### src/rtl/sensor_frame_packetizer.sv
// Packs a 16-bit sensor sample stream into 32-bit Avalon-ST packets:
// three header words followed by N_SAMPLES/2 data words per frame.
module sensor_frame_packetizer #(
    parameter int          N_SAMPLES = 320,
    parameter logic [31:0] SYNC_WORD = 32'h5A5AA5A5
) (
    input  logic        clk,
    input  logic        rst,
    input  logic [15:0] data_in_data,
    output logic        data_in_ready,
    input  logic        data_in_valid,
    input  logic        data_in_startofpacket,
    input  logic        data_in_endofpacket,
    output logic [31:0] data_out_data,
    input  logic        data_out_ready,
    output logic        data_out_valid,
    output logic [1:0]  data_out_empty,
    output logic        data_out_startofpacket,
    output logic        data_out_endofpacket,
    output logic [31:0] frame_count,
    output logic [2:0]  status_flags
);

    localparam int                N_WORDS     = N_SAMPLES / 2;
    localparam int                WC_W        = $clog2(N_WORDS + 1);
    localparam logic [WC_W-1:0]   LAST_WORD   = WC_W'(N_WORDS);
    localparam logic [WC_W-1:0]   WC_ONE      = WC_W'(1);
    localparam logic [15:0]       N_SAMPLES_W = 16'(N_SAMPLES);

    typedef enum logic [2:0] {
        IDLE,
        HDR0,
        HDR1,
        HDR2,
        DATA,
        PAD,
        DRAIN
    } state_t;

    state_t           state_q, state_d;
    logic [31:0]      out_data_q, out_data_d;
    logic             out_valid_q, out_valid_d;
    logic             out_sop_q, out_sop_d;
    logic             out_eop_q, out_eop_d;
    logic [15:0]      low_q, low_d;
    logic             low_full_q, low_full_d;
    logic [WC_W-1:0]  word_cnt_q, word_cnt_d;
    logic [31:0]      frame_count_q, frame_count_d;
    logic [2:0]       flags_q, flags_d;
    logic             eop_seen_q, eop_seen_d;
    logic             drain_done_q, drain_done_d;
    logic             init_done_q, init_done_d;

    logic             in_ready_raw;
    logic             in_xfer;
    logic             out_xfer;
    logic             out_free;
    logic [WC_W-1:0]  word_next;
    logic             last_next;

    assign out_xfer  = out_valid_q & data_out_ready;
    assign out_free  = !out_valid_q | data_out_ready;
    assign word_next = word_cnt_q + WC_ONE;
    assign last_next = (word_next == LAST_WORD);

    // Input side stays closed for the first cycle after reset release.
    always_comb begin
        in_ready_raw = 1'b0;
        case (state_q)
            IDLE:    in_ready_raw = 1'b1;
            DATA:    if (word_cnt_q != LAST_WORD) in_ready_raw = low_full_q ? out_free : 1'b1;
            DRAIN:   in_ready_raw = !drain_done_q;
            default: in_ready_raw = 1'b0;
        endcase
    end

    assign data_in_ready = init_done_q & in_ready_raw;
    assign in_xfer       = data_in_valid & data_in_ready;

    // NOTE: every _d gets its hold value first so no path through the case infers a latch.
    always_comb begin
        state_d       = state_q;
        out_data_d    = out_data_q;
        out_valid_d   = out_valid_q;
        out_sop_d     = out_sop_q;
        out_eop_d     = out_eop_q;
        low_d         = low_q;
        low_full_d    = low_full_q;
        word_cnt_d    = word_cnt_q;
        frame_count_d = frame_count_q;
        flags_d       = flags_q;
        eop_seen_d    = eop_seen_q;
        drain_done_d  = drain_done_q;
        init_done_d   = 1'b1;

        if (out_xfer) begin
            out_valid_d = 1'b0;
            out_sop_d   = 1'b0;
            out_eop_d   = 1'b0;
            if (out_eop_q) frame_count_d = frame_count_q + 32'd1;
        end

        case (state_q)
            IDLE: begin
                if (in_xfer && data_in_startofpacket) begin
                    low_d        = data_in_data;
                    low_full_d   = 1'b1;
                    word_cnt_d   = '0;
                    eop_seen_d   = data_in_endofpacket;
                    drain_done_d = 1'b0;
                    out_data_d   = SYNC_WORD;
                    out_valid_d  = 1'b1;
                    out_sop_d    = 1'b1;
                    out_eop_d    = 1'b0;
                    state_d      = HDR0;
                end
            end

            HDR0: begin
                if (out_xfer) begin
                    out_data_d  = frame_count_q;
                    out_valid_d = 1'b1;
                    state_d     = HDR1;
                end
            end

            HDR1: begin
                if (out_xfer) begin
                    out_data_d  = {13'b0, flags_q, N_SAMPLES_W};
                    out_valid_d = 1'b1;
                    state_d     = HDR2;
                end
            end

            HDR2: begin
                if (out_xfer) begin
                    if (eop_seen_q) begin
                        flags_d[0] = 1'b1;
                        state_d    = PAD;
                    end else begin
                        state_d    = DATA;
                    end
                end
            end

            DATA: begin
                if (word_cnt_q == LAST_WORD) begin
                    if (out_xfer) state_d = IDLE;
                end else if (in_xfer) begin
                    if (data_in_startofpacket) flags_d[2] = 1'b1;
                    if (!low_full_q) begin
                        low_d      = data_in_data;
                        low_full_d = 1'b1;
                        if (data_in_endofpacket) begin
                            flags_d[0] = 1'b1;
                            state_d    = PAD;
                        end
                    end else begin
                        out_data_d  = {data_in_data, low_q};
                        out_valid_d = 1'b1;
                        out_sop_d   = 1'b0;
                        out_eop_d   = last_next;
                        low_d       = '0;
                        low_full_d  = 1'b0;
                        word_cnt_d  = word_next;
                        if (last_next && !data_in_endofpacket) begin
                            flags_d[1] = 1'b1;
                            state_d    = DRAIN;
                        end else if (!last_next && data_in_endofpacket) begin
                            flags_d[0] = 1'b1;
                            state_d    = PAD;
                        end
                    end
                end
            end

            // A pending odd sample goes out first, then zero words up to the EOP word.
            PAD: begin
                if (word_cnt_q == LAST_WORD) begin
                    if (out_xfer) state_d = IDLE;
                end else if (out_free) begin
                    out_data_d  = low_full_q ? {16'h0000, low_q} : 32'h0;
                    out_valid_d = 1'b1;
                    out_sop_d   = 1'b0;
                    out_eop_d   = last_next;
                    low_d       = '0;
                    low_full_d  = 1'b0;
                    word_cnt_d  = word_next;
                end
            end

            // The EOP word may still be stalled; IDLE is entered only with the output free.
            DRAIN: begin
                if (!drain_done_q) begin
                    if (in_xfer && data_in_endofpacket) begin
                        if (!out_valid_q || out_xfer) state_d = IDLE;
                        else drain_done_d = 1'b1;
                    end
                end else if (!out_valid_q || out_xfer) begin
                    state_d = IDLE;
                end
            end

            default: state_d = IDLE;
        endcase
    end

    // NOTE: sequential state uses non-blocking assignments only; every flop is cleared by the synchronous reset.
    always_ff @(posedge clk) begin
        if (!rst) begin
            state_q       <= IDLE;
            out_data_q    <= '0;
            out_valid_q   <= 1'b0;
            out_sop_q     <= 1'b0;
            out_eop_q     <= 1'b0;
            low_q         <= '0;
            low_full_q    <= 1'b0;
            word_cnt_q    <= '0;
            frame_count_q <= '0;
            flags_q       <= '0;
            eop_seen_q    <= 1'b0;
            drain_done_q  <= 1'b0;
            init_done_q   <= 1'b0;
        end else begin
            state_q       <= state_d;
            out_data_q    <= out_data_d;
            out_valid_q   <= out_valid_d;
            out_sop_q     <= out_sop_d;
            out_eop_q     <= out_eop_d;
            low_q         <= low_d;
            low_full_q    <= low_full_d;
            word_cnt_q    <= word_cnt_d;
            frame_count_q <= frame_count_d;
            flags_q       <= flags_d;
            eop_seen_q    <= eop_seen_d;
            drain_done_q  <= drain_done_d;
            init_done_q   <= init_done_d;
        end
    end

    assign data_out_data          = out_data_q;
    assign data_out_valid         = out_valid_q;
    assign data_out_startofpacket = out_sop_q;
    assign data_out_endofpacket   = out_eop_q;
    assign data_out_empty         = 2'b00;
    assign frame_count            = frame_count_q;
    assign status_flags           = flags_q;

endmodule

### config.mk
export PLATFORM = sky130hd
export DESIGN_NAME = sensor_frame_packetizer
export DESIGN_NICKNAME = d
export VERILOG_FILES = /design/src/rtl/sensor_frame_packetizer.sv
export SDC_FILE = /design/constraint.sdc
export NUM_CORES = 1
export LEC_CHECK = 0
export CAP_MARGIN = 25
export CORE_MARGIN = 1.5
export CORE_UTILIZATION = 48
export CTS_CLUSTER_DIAMETER = 200
export CTS_CLUSTER_SIZE = 30
export DETAILED_ROUTE_END_ITERATION = 8
export PLACE_DENSITY_LB_ADDON = 0.25
export SLEW_MARGIN = 20
export SYNTH_ARGS = -nofsm -noshare
export SYNTH_HDL_FRONTEND = slang
export SYNTH_SLANG_ARGS = --single-unit
### constraint.sdc
create_clock -name clk -period 2.5 [get_ports clk]
set_input_delay 0.25 -clock clk [delete_from_list [all_inputs] [get_ports clk]]
set_output_delay 0.25 -clock clk [all_outputs]
set_load 0.05 [all_outputs]
==> results.cfg <==
[timing]
max-slew-margin-rel = 0.434
setup_viol = 0
period_needed_ns = 2.34
hold_ws_ns = 0.421
hold_viol = 0
tns_ns = 0
finalMaxSlewViolations = 0
clock.fmax_mhz = 427
finalClockSkew_ns = 0.0159
worst_pin_slew_ns = 0.847
period_share = 0.937

[floorplanning]
io_pins = 95
rows = 38
initial_utilization = 0.493
core_area_um2 = 10900
die_width_um = 109
floorplan.die_area_um2 = 11800
dieHeight_um = 109

[clock_network]
cts-root-buf = clkbuf_8
cts_buffer_depth = 2
cts_buffers = 9
clk_pin_slew_ns = 0.10
h-tree-depth = 3
cts_tree = built
clk-insertion-delay-late_ns = 0.38
cts.sinks = 101

[power]
pwr_density_cell_nw_per_um2 = 821
leakage_uw = 0.00244
peakVddDrop_mv = 0.563
netSwitchingFraction = 0.427
power.share.clock = 0.182
seqPwrFrac = 0.358
switching_power_uw = 2380
p_int_uw = 3190
power_frac_comb = 0.460

[logic_synthesis]
yosysTopAreaCell = dfxtp_1
yosysMostFrequentCell = dfxtp_1
synth_top_flop_cell = dfxtp_1
synthArstFlopShare = 0
synth-seq-cells = 101
synthTopCellsByCount = 101 x dfxtp_1, 86 x nand2_1, 47 x nor2_1
avgSynthCellArea_um2 = 8.40
ys_seq_area_frac = 0.377
ys_types = 71
synth_edf_count = 0
netlist_instances = 639
yosysTopAreaCellShare = 0.377
synth_area_um2 = 5370
synth.area.top_cells = dfxtp_1 38%, mux2i_1 6.5%, nand2_1 6.0%
yosysWarnings = 0

[detailed_routing]
drtAntennaViolNets = 0
drt_drc_violations_left = 0
drtIter0Drc = 342
routedWlPerCell_um = 18.6
drt-total-wl_um = 16400
vias_per_cell = 6.03
first_pass_iters = 5
vias = 5297

[setup_path]
worstPathMaxFanout = 21
path_class = reg -> reg
start_kind = flip-flop
cp.required_ns = 2.83
cp.arrival_ns = 2.67
critPathCaptureType = flip-flop

[global_routing]
grt_max_degree = 58
grt_pass1_wl_um = 25500
grt_usage = 0.282
antenna_found_initial = 0
grt_pass1_vias = 4985
grt_overflow = 0

[placement]
gp_congestion = 0.934
portBuffers = 92
dp.final_hpwl_um = 11800
placed_area_um2 = 6540

[worst_hold_path]
hold_class = in -> reg

[finish]
drive_above_1_share = 0.110
final_cell_area_um2 = 6770
area_delta_synth_final_pct = 26.1
multi_input_area_um2 = 3080
antennaDiodeCount = 0
num-nets-final = 762
final-seq-area_um2 = 2030
fillers = 954

[job]
drv_cap = 0

[run_status]
outcome = completed
per-stage QoR:
stage	cells	utilization	worst slack, ns	total power (uW)
finish	878	0.622	0.157	5560
CTS	875	0.617	0.0230	5530
global placement	860	0.601	0.161	4500
global route	878	0.622	-0.0000764	5820
detailed placement	860	0.601	0.0618	4530
floorplan	640	-	0.193	3730
worst max-delay path, stage by stage, from the launching register on:
cell and delay (ns):
dfxtp_1 0.40, buf_4 0.24, nor2_1 0.67, and3_1 0.73, a22o_1 0.25
layout by cell type (no fill, tap or decap), types with 7 or more instances in the layout:
master	instances
dfxtp_1	97
clkdlybuf4s50_1	90
nand2_1	86
nor2_1	47
o21ai_0	43
buf_4	39
mux2i_1	35
a21oi_1	32
a22o_1	23
nand4_1	15
xnor2_1	14
nor3_1	13
inv_1	11
and3_1	11
nand3_1	11
nand2b_1	11
nor2b_1	10
clkbuf_8	10
a32o_1	9
a2bb2oi_1	8
o21a_1	8
xor2_1	7
or3_1	7
logic make-up (layout without fill, tap and decap cells):
family	count (synthesis)	after routing	share of synthesized area
flops	101	101	0.377
simple gates	246	246	0.233
fa+ha+maj	7	7	0.0158
buf+inv	61	159	0.0541
xor+xnor	21	21	0.0343
compound gates	167	167	0.220
mux	35	35	0.0652
other cells	1	2	0.000698
power groups by stage:
| stage | clock, uW | sequential [uW] | combinational, uW |
|---|---|---|---|
| CTS | 1030 | 1980 | 2520 |
| global route | 1080 | 2020 | 2720 |
| detailed placement | 0 | 2020 | 2510 |
| floorplan | 0 | 2450 | 1280 |
| finish | 1010 | 1990 | 2560 |
| global placement | 0 | 2010 | 2490 |
path summary, 6_finish.rpt:
path	slack (ns)	cells after the start	start	to
max	0.16	4	state_q[1]	low_q[8]
max reg2reg	0.16	4	state_q[1]	low_q[8]
min reg2reg	0.47	2	data_out_data[12]	data_out_data[12]
min	0.42	2	rst	init_done_q
sequential cells by signal, summed over array words and instances (netlist names):
register	cells
data_out_data	32
frame_count	32
low_q	16
word_cnt_q	8
state_q	3
status_flags	3
data_out_endofpacket	1
data_out_startofpacket	1
data_out_valid	1
drain_done_q	1
eop_seen_q	1
init_done_q	1
low_full_q	1
repair_timing:
item,in CTS,in global routing
setup buffers,0,3
resized for setup,0,12
hold buffers,0,0
setup endpoints to repair,0,4
routing by layer:
layer	share of wire	global-route usage
met1	0.42	0.356
met2	0.48	0.463
met3	0.066	0.0604
met4	0.031	0.119
met5	0	0
area by class of cell:
type / instances / share of cell area
Multi-Input combinational cell: 478 / 0.455
Sequential cell: 101 / 0.300
Timing Repair Buffer: 133 / 0.186
Tap cell: 140 / 0.0259
Clock buffer: 10 / 0.0203
Clock inverter: 5 / 0.00647
Inverter: 11 / 0.00610
Note: power is estimated with default switching activity, not from simulation.
